### config.mk
export PLATFORM = sky130hd
export DESIGN_NAME = nes_serial_reader
export DESIGN_NICKNAME = d
export VERILOG_FILES = /design/src/rtl/nes_serial_reader.sv
export SDC_FILE = /design/constraint.sdc
export NUM_CORES = 1
export LEC_CHECK = 0
export CELL_PAD_IN_SITES_DETAIL_PLACEMENT = 1
export CELL_PAD_IN_SITES_GLOBAL_PLACEMENT = 2
export CORE_MARGIN = 2
export CORE_UTILIZATION = 36
export CTS_BUF_LIST = sky130_fd_sc_hd__clkbuf_4 sky130_fd_sc_hd__clkbuf_8
export CTS_CLUSTER_DIAMETER = 30
export DETAILED_ROUTE_END_ITERATION = 8
export PLACE_DENSITY_LB_ADDON = 0.1
export SYNTH_ARGS = -nofsm -noshare
export SYNTH_HDL_FRONTEND = slang
export SYNTH_SLANG_ARGS = --single-unit
### constraint.sdc
create_clock -name clk -period 2.45 [get_ports clk]
set_input_delay 0.49 -clock clk [delete_from_list [all_inputs] [get_ports clk]]
set_output_delay 0.49 -clock clk [all_outputs]
set_load 0.01 [all_outputs]
### src/rtl/nes_serial_reader.sv
// nes_serial_reader
//   Reads one 8-bit frame from an NES controller for each nes_latch pulse.
//   Each bit is sampled after a settle wait that covers the 2-flop
//   synchronizer on nes_data. Between bits, one nes_clk pulse is generated
//   with a high time of HALF cycles and a low time of HALF cycles.
//   If a new latch arrives in the middle of a frame, the frame is aborted
//   and restarted, and overrun pulses.
// Ports
//   clk, reset     system clock; asynchronous active-high reset
//   nes_latch      one-cycle frame-start pulse
//   nes_data       asynchronous serial data from the pad, active-low
//   nes_clk        registered controller shift clock, idle 0
//   buttons        last complete frame, 1 = pressed (bit0 A .. bit7 Right)
//   buttons_valid  one-cycle pulse on the edge that updates buttons
//   pressed_edge   buttons that went 0->1 at the last completed frame
//   busy           high while a frame is in progress (any non-IDLE state)
//   overrun        one-cycle pulse when a frame is aborted by a new latch
module nes_serial_reader #(
    parameter int HALF = 1
) (
    input  logic       clk,
    input  logic       reset,
    input  logic       nes_latch,
    input  logic       nes_data,
    output logic       nes_clk,
    output logic [7:0] buttons,
    output logic       buttons_valid,
    output logic [7:0] pressed_edge,
    output logic       busy,
    output logic       overrun
);
    localparam int SETTLE = 3;
    localparam logic [3:0] SETTLE_LAST = 4'(SETTLE - 1);
    localparam logic [3:0] HALF_LAST   = 4'(HALF - 1);

    typedef enum logic [2:0] {IDLE, WAIT, SAMPLE, CLK_HI, CLK_LO, DONE} state_t;

    state_t      state;
    logic [2:0]  idx;
    logic [3:0]  cnt;
    logic [6:0]  shreg;   // bits 0..6; bit 7 goes straight into buttons
    logic [1:0]  sync;
    logic        data_s;
    logic [7:0]  frame;

    // The synchronizer resets to 1, which is the line's "not pressed" level.
    always_ff @(posedge clk or posedge reset) begin
        if (reset) sync <= 2'b11;
        else       sync <= {sync[0], nes_data};
    end

    assign data_s = sync[1];
    assign frame  = {~data_s, shreg};
    assign busy   = (state != IDLE);

    always_ff @(posedge clk or posedge reset) begin
        if (reset) begin
            state         <= IDLE;
            idx           <= 3'd0;
            cnt           <= 4'd0;
            shreg         <= 7'd0;
            nes_clk       <= 1'b0;
            buttons       <= 8'h00;
            pressed_edge  <= 8'h00;
            buttons_valid <= 1'b0;
            overrun       <= 1'b0;
        end else begin
            buttons_valid <= 1'b0;
            overrun       <= 1'b0;
            case (state)
                IDLE, DONE: begin
                    // A latch that arrives during DONE chains straight into the
                    // next frame. The current frame has already completed, so
                    // this is not an overrun.
                    if (nes_latch) begin
                        state <= WAIT;
                        idx   <= 3'd0;
                        cnt   <= 4'd0;
                    end else begin
                        state <= IDLE;
                    end
                end
                default: begin
                    if (nes_latch) begin
                        // Abort the partial frame. buttons and pressed_edge
                        // are left untouched.
                        state   <= WAIT;
                        idx     <= 3'd0;
                        cnt     <= 4'd0;
                        nes_clk <= 1'b0;
                        overrun <= 1'b1;
                    end else begin
                        case (state)
                            WAIT: begin
                                if (cnt == SETTLE_LAST) begin
                                    state <= SAMPLE;
                                    cnt   <= 4'd0;
                                end else begin
                                    cnt <= cnt + 4'd1;
                                end
                            end
                            SAMPLE: begin
                                if (idx == 3'd7) begin
                                    buttons       <= frame;
                                    pressed_edge  <= frame & ~buttons;
                                    buttons_valid <= 1'b1;
                                    state         <= DONE;
                                end else begin
                                    shreg[idx] <= ~data_s;
                                    nes_clk    <= 1'b1;
                                    cnt        <= 4'd0;
                                    state      <= CLK_HI;
                                end
                            end
                            CLK_HI: begin
                                if (cnt == HALF_LAST) begin
                                    nes_clk <= 1'b0;
                                    cnt     <= 4'd0;
                                    state   <= CLK_LO;
                                end else begin
                                    cnt <= cnt + 4'd1;
                                end
                            end
                            CLK_LO: begin
                                if (cnt == HALF_LAST) begin
                                    idx   <= idx + 3'd1;
                                    cnt   <= 4'd0;
                                    state <= WAIT;
                                end else begin
                                    cnt <= cnt + 4'd1;
                                end
                            end
                            default: state <= IDLE;
                        endcase
                    end
                end
            endcase
        end
    end
endmodule

# [Word-level counts from Yosys, hierarchy flattened]
# Cells that the tools add are included.
[classes] addsub=2 n_lt_le_gt_ge=2 eq_ne=13 muxes=33 bitwise_logic=6 reduce_logical=16
[op_table] cell="3-bit two-way mux" count=11
[op_table] cell="4-bit two-way mux" count=6
[op_table] cell="3-bit one-hot mux with 4 select lines" count=1
[op_table] cell="4-bit one-hot mux with 3 select lines" count=1
[op_table] cell="4-bit AND reduction" count=3
[op_table] cell="1-bit two-way mux" count=11
[op_table] cell="3-bit == test (second input constant)" count=3
[op_table] cell="3-bit AND reduction" count=3
[op_table] cell="8-bit bitwise AND" count=1
[op_table] cell="4-bit inequality test (second input constant)" count=2
[op_table] cell="8-bit inverter" count=1
[op_table] cell="7-bit bitwise mux" count=1
[op_table] cell="3-bit by 2-bit == test with 1-bit output (second input constant)" count=2
[op_table] cell="3-bit inequality test (second input constant)" count=2
[op_table] cell="3-bit nonzero test" count=2
[op_table] cell="4-bit by 1-bit adder with 4-bit output (second input constant)" count=1
[op_table] cell="4-bit by 2-bit == test with 1-bit output (second input constant)" count=1
[op_table] cell="4-bit logical NOT" count=1
[op_table] cell="3-bit by 4-bit < comparator with 1-bit output (second input constant)" count=1
[op_table] cell="4-bit by 3-bit inequality test with 1-bit output (second input constant)" count=1
[op_table] cell="1-bit inverter" count=4
[op_table] cell="2-bit nonzero test" count=2
[op_table] cell="4-bit nonzero test" count=1
[op_table] cell="2-bit OR reduction" count=2
[op_table] cell="8 further kinds" count=8
[word_totals] register_bits=38 input_bits=4 output_inout_bits=20 wordCells=82

# [Depth between registers and ports, before layout]
# Gate-level depths: netlist of run 1.
[depth] ltp_word=5 depth_mapped=7

# [Worst setup path before layout of run 1]
# No wires, ideal clock.
[synth_path] kind="register to register" start="register idx[1]" end="register shreg[2]" setup_ns=0.079 t_arrival_ns=1.857 required_time_ns=2.371 path_slack_ns=0.513 path_stages_with_launch=8 path_buffers=0 period_less_slack_ns=1.937 cell_sequence="dfrtp_1 > ha_1 > ha_1 > nor3b_1 > nand2_1 > or2_2 > nor3b_1 > mux2i_1"
[synth_via] elab_chain_cells=5 elab_cells_between_ends=9
[synth_lines] element="from (decl)" line="39" source="logic [2:0] idx;"
[synth_lines] element="from (signal assigned)" line="126" source="idx <= idx + 3'd1;"
[synth_lines] element="3-bit by 4-bit < comparator with 1-bit output (implied by the code) / 3-bit by 1-bit >= comparator with 1-bit output (equally long branches)" line="109" source="shreg[idx] <= ~data_s;"
[synth_lines] element="1-bit logical AND (implied by the code)" line="109"
[synth_lines] element="1-bit two-way mux (implied by the code)" line="109"
[synth_lines] element="1-bit demux with 3-bit select" line="109"
[synth_lines] element="7-bit bitwise mux" line="109"
[synth_lines] element="to (signal, indexed assignment)" line="109"
[synth_lines] element="to (decl)" line="41" source="logic [6:0] shreg;"
# Several ways; a longest one is shown, not always the timed one.
# A chain may end at the register's enable or synchronous reset.

# [Worst setup path after layout of run 1]
[layout_path] start="register state[0]" end="output port busy"
[layout_via] elab_chain_cells=1
[layout_lines] element="from (decl)" line="38" source="state_t state;"
[layout_lines] element="from (signal assigned)" line="58" source="state <= IDLE;"
[layout_lines] element="from (signal assigned)" line="76" source="state <= WAIT;"
[layout_lines] element="from (signal assigned)" line="80" source="state <= IDLE;"
[layout_lines] element="3-bit nonzero test" line="54" source="assign busy = (state != IDLE);"
[layout_lines] element="to (decl)" line="29" source="output logic busy,"
# No other way between the ends.

==> impl_metrics.ini, run 1 <==
[clock_tree]
cts_root_buf = clkbuf_8
holdBufCountCts = 0
clk_path_buf_depth = 2
clk_pin_slew_ns = 0.07
cts_buffers = 5
htree_levels = 2
cts_repair_resize_count = 0
post-cts-setup-buffers = 0
cts_tree = done
insertion_delay_ns = 0.29
clock_sinks = 38

[timing]
layout_min_cycle_time_ns = 2.24
fmax_mhz = 446
slew_viol_final = 0
skew_ns = 0.00679
hold_viol_final = 0
setup-tns-final_ns = 0
worst_pin_slew_ns = 0.662
setup_viol = 0
rsz0062_at_grt = false
slew_headroom_pct = 55.3
fin_crit_sh_pct = 91.6

[grt]
grt_pass1_wl_um = 7310
grt_usage_pct = 15.8
grt_max_degree = 39
antenna_found_initial = 0
overflow = 0
grt_pass1_vias = 1542

[synth]
synth_adder_area_share_pct = 4.70
synth-xor-area-share_pct = 0.470
syn-num-nets = 197
synth_compound_area_share_pct = 14.8
synth_edf_count = 0
netlist_instances = 186
synth-simple-area-share_pct = 20.1
ys_ff_latch = 38
yosys_warnings = 0
synth_cell_types = 41
avgSynthCellArea_um2 = 10.0
synthMuxAreaShare_pct = 4.50
synth-async-reset-ratio_pct = 100
syn-cell-area_mm2 = 0.00186
synth_top_flop_cell = dfrtp_1
synth_top_family_by_area = simple AND/OR/NAND/NOR gates
synth_top_area_share_pct = 48.3
synth_top_cell_by_area = dfrtp_1
synth_area_leaders = dfrtp_1, ha_1, nand2_1
synth-seq-area-share_pct = 51.1

[critical_path]
path_buf_inv = 1
r2r-start = idx[1]
crit_cells = 2
start_kind = flop
crit_type = reg2out
cp-end-kind = output pin
rr_endpoint = shreg[4]
worstPathRequired_ns = 1.96
r2r_slack_ns = 0.27
crit_path_end = busy
reg2reg_depth = 7
worstPathMaxFanout = 18
cpMaxStageDelayCell = dfrtp_1
cp_top_family = flip-flops
crit_arrival_ns = 1.75
path_cells = or3_1 -> clkdlybuf4s50_1
slowest_delay_ns = 0.56
cp-startpoint = state[0]

[floorplanning]
fp.dieW_um = 76.0
ios = 24
row_count = 26
initial_core_util_pct = 37.0
die_y_um = 76.0
coreArea_mm2 = 0.00504
dieArea_mm2 = 0.00577

[run]
drv_cap = 0

[power]
p_per_area_mw_per_mm2 = 760
ir_drop_uv = 302
clkPwrFrac_pct = 25.8
p_seq_share_pct = 43.4
swShare_pct = 34.2
p_sw_mw = 0.598
p_leak_nw = 1.03
internal-power_mw = 1.15
pwr-share-comb_pct = 30.8

[place]
place_hpwl_um = 2980
place_congestion = 0.837
io_buffers = 23
place_area_mm2 = 0.00221

[finish]
syn2layout_area_growth_pct = 23.6
final_nets = 225
stdcell_area_mm2 = 0.00230
diodes = 0
final_cell_mix = dfrtp_1, clkdlybuf4s50_1, nand2_1
drive_gt1_share_pct = 11.2
final_common_cell = dfrtp_1

[drt]
routed_wl_um = 4150
drt_first_pass_iters = 4
drt-wirelength-per-cell_um = 14.6
vias = 1499
drc_errors = 0
drt_iter0_markers = 67
antenna_left = 0
viasPerCell = 5.26

[min_path]
hp-class = reg2reg

[outcome]
status = finished, final reports clean
[state kept, by name (all words and copies together), names as in the netlist]
name           cells
idx                3
state              3
nes_clk            1
shreg              7
buttons_valid      1
sync               2
buttons            8
overrun            1
cnt                4
pressed_edge       8
[area by class of cell]
class,instances,area (µm²)
sequential,38,953
multi-input combinational,129,831
timing repair buffer,31,303
inverter,9,33.8
clock inverter,1,5.00
tap,70,87.6
clock buffer,7,90.1
fill,575,2740
[through the flow]
stage,utilization (%),hold WS (ns),cells,power [mW],setup WS (ns)
3_5_place_dp,43.8,0.351,277,1.31,0.0967
6_report,45.7,0.359,285,1.75,0.206
4_1_cts,45.7,0.361,285,1.77,0.189
5_1_grt,45.7,0.365,285,1.88,0.0124
3_3_place_gp,43.8,0.346,277,1.28,0.213
2_1_floorplan,-,0.345,186,1.13,0.513
[synthesized netlist by cell type (2+ instances only)]
library cell,n
nand2_1,22
a22oi_1,2
mux2i_1,5
nor3b_1,6
o31a_1,2
o311ai_0,2
ha_1,7
nor2_1,17
dfstp_2,2
or3_1,2
clkbuf_1,7
nor2b_1,5
o21ai_0,12
a21oi_1,7
nand2b_1,3
o211ai_1,2
nand3b_1,2
nand3_1,3
dfrtp_1,36
o31ai_1,9
a22o_1,2
inv_1,9
nor3_1,2
mux2_2,3
[power groups by stage]
stage          clock [mW]  combinational [mW]  sequential [mW]
2_1_floorplan           0               0.409            0.724
3_3_place_gp            0               0.510            0.769
3_5_place_dp            0               0.541            0.770
4_1_cts             0.469               0.545            0.760
5_1_grt             0.501               0.601            0.774
6_report            0.452               0.539            0.759
[cells by family after synthesis]
family	Yosys count
multiplexers	8
AO/OA/AOI/OAI	42
buffers and inverters	19
adder cells (fa/ha/maj)	7
AND/OR/NAND/NOR	71
flip-flops	38
XOR/XNOR	1
[layer usage]
| metal | vias to the layer above | track usage (%) | share of wire, % |
|---|---|---|---|
| met2 | 28 | 28.4 | 53 |
| met5 | - | 0 | 0 |
| li1 | 710 | - | - |
| met1 | 752 | 18.1 | 42 |
| met4 | 0 | 7.09 | 2.5 |
| met3 | 9 | 3.33 | 2.7 |
[worst min-delay path by stage]
| stage | start | end | slack (ns) | depth (start not counted) |
|---|---|---|---|---|
| finish | sync[0] | sync[1] | 0.36 | 0 |
| global route | sync[0] | sync[1] | 0.37 | 0 |
| CTS | sync[0] | sync[1] | 0.36 | 0 |
| detailed placement | sync[0] | sync[1] | 0.35 | 0 |
| global placement | sync[0] | sync[1] | 0.35 | 0 |
| floorplan | sync[0] | sync[1] | 0.35 | 0 |
[worst register-to-register path: stages, from the launching register on]
cell     delay [ns]
dfrtp_1        0.47
ha_1           0.26
ha_1           0.19
nor3b_1        0.25
nand2_1        0.12
or2_2          0.34
nor3b_1        0.28
mux2i_1        0.22
Power figures use the tool's default switching activity.
==> inputs of run 2 (changes only) <==
Settings changed: CELL_PAD_IN_SITES_DETAIL_PLACEMENT 1 to unset, CELL_PAD_IN_SITES_GLOBAL_PLACEMENT 2 to unset, CORE_UTILIZATION 36 to 40, PLACE_DENSITY_LB_ADDON 0.1 to unset.
==> run 2 against run 1 <==
- worst setup slack better by 0.0028 ns
- worst hold slack worse by 0.0015 ns
- via count down 5.9%
- final cell count down 7.4%
- critical path type unchanged
- clock skew fell by 0.0030 ns
- utilization grew 5.5 points
- count of clock-buffer cells in the layout is the same
- highest routed layer unchanged
- sequential share of layout area rose by 0.83 points
- wire length fell by 15%
- critical endpoint unchanged
- total power decreased by 3.1%
==> impl_metrics.ini, run 2 (synthesis gave the netlist of run 1 again) <==
[clock_tree]
cts_buffers = 5
htree_levels = 2
cts_root_buf = clkbuf_8
post-cts-setup-buffers = 0
clk_path_buf_depth = 2
holdBufCountCts = 0
cts_tree = done
cts_repair_resize_count = 0
clk_pin_slew_ns = 0.07
clock_sinks = 38
insertion_delay_ns = 0.29

[drt]
drt_iter0_markers = 72
vias = 1411
antenna_left = 0
viasPerCell = 5.34
routed_wl_um = 3540
drt-wirelength-per-cell_um = 13.4
drt_first_pass_iters = 4
drc_errors = 0

[power]
ir_drop_uv = 327
p_per_area_mw_per_mm2 = 751
p_leak_nw = 1.01

[critical_path]
cp-end-kind = output pin
worstPathRequired_ns = 1.96
worstPathMaxFanout = 18
crit_arrival_ns = 1.75
crit_type = reg2out
start_kind = flop

[floorplanning]
coreArea_mm2 = 0.00441
ios = 24
dieArea_mm2 = 0.00522
die_y_um = 72.3
fp.dieW_um = 72.3
initial_core_util_pct = 42.2
row_count = 24

[finish]
syn2layout_area_growth_pct = 21.1
final_common_cell = dfrtp_1
fillCellCount = 399
final_cell_mix = dfrtp_1, clkdlybuf4s50_1, nand2_1
top_regs = buttons x8, pressed_edge x8, shreg x7
diodes = 0
final_nets = 222
finalCoreUtilization_pct = 51.2
drive_gt1_share_pct = 9.91

[place]
pre_cts_ws_ns = 0.215
place_congestion = 0.819
place_hpwl_um = 2510
io_buffers = 23

[grt]
grt_pass1_wl_um = 6170
grt_usage_pct = 15.2
overflow = 0
antenna_found_initial = 0
grt_pass1_vias = 1313
grt_max_degree = 39

[timing]
worst_pin_slew_ns = 0.544
skew_ns = 0.00381
hold_viol_final = 0
fin_crit_sh_pct = 91.5
rsz0062_at_grt = false
hold_ws_ns = 0.358
slew_viol_final = 0
worst_slack_ns = 0.209
fmax_mhz = 446
setup-tns-final_ns = 0
setup_viol = 0
slew_headroom_pct = 63.7
layout_min_cycle_time_ns = 2.24

[min_path]
hp-class = reg2reg

[outcome]
status = finished, final reports clean

[run]
drv_cap = 0
run 2: per-layer routing:
| layer | routed length, µm | global-route usage (%) | vias to the layer above |
|---|---|---|---|
| li1 | - | - | 707 |
| met1 | 1630 | 20.0 | 672 |
| met2 | 1720 | 23.6 | 27 |
| met3 | 148 | 4.31 | 5 |
| met4 | 44 | 6.29 | 0 |
| met5 | 0 | 0 | - |
run 2: final timing paths:
kind	slack [ns]	cells after the start	endpoint	startpoint
worst max-delay path	0.21	2	busy	state[0]
worst min-delay path	0.36	0	sync[1]	sync[0]
worst max register to register	0.25	7	shreg[2]	idx[1]
worst min register to register	0.36	0	sync[1]	sync[0]
max in group asynchronous	1.48	3	sync[1]	reset
min in group asynchronous	0.62	3	cnt[0]	reset
run 2: layout make-up:
class                           instances  area [µm²]  area share (%)
Sequential cell                        38         953            42.2
Clock buffer                            7        90.1            3.99
Timing Repair Buffer                   28         280            12.4
Multi-Input combinational cell        129         831            36.8
Inverter                                9        33.8            1.50
Tap cell                               52        65.1            2.88
Clock inverter                          1        5.00           0.222
run 2: through the flow:
| stage | instance area [µm²] | total power [mW] | std cells |
|---|---|---|---|
| after detailed placement | 2160 | 1.26 | 256 |
| after CTS | 2260 | 1.71 | 264 |
| final | 2260 | 1.70 | 264 |
| after floorplan | 1860 | 1.13 | 186 |
| after global placement | 2160 | 1.23 | 256 |
| after global routing | 2260 | 1.82 | 264 |
run 2: worst max-delay path: stages, from the launching register on:
cell	delay (ns)
dfrtp_1	0.56
or3_1	0.42
clkdlybuf4s50_1	0.49
run 2: report_power, final:
| part | switching [mW] | total (mW) | internal [mW] |
|---|---|---|---|
| Combinational | 0.254 | 0.473 | 0.219 |
| Sequential | 0.0959 | 0.773 | 0.677 |
| Clock | 0.213 | 0.451 | 0.238 |
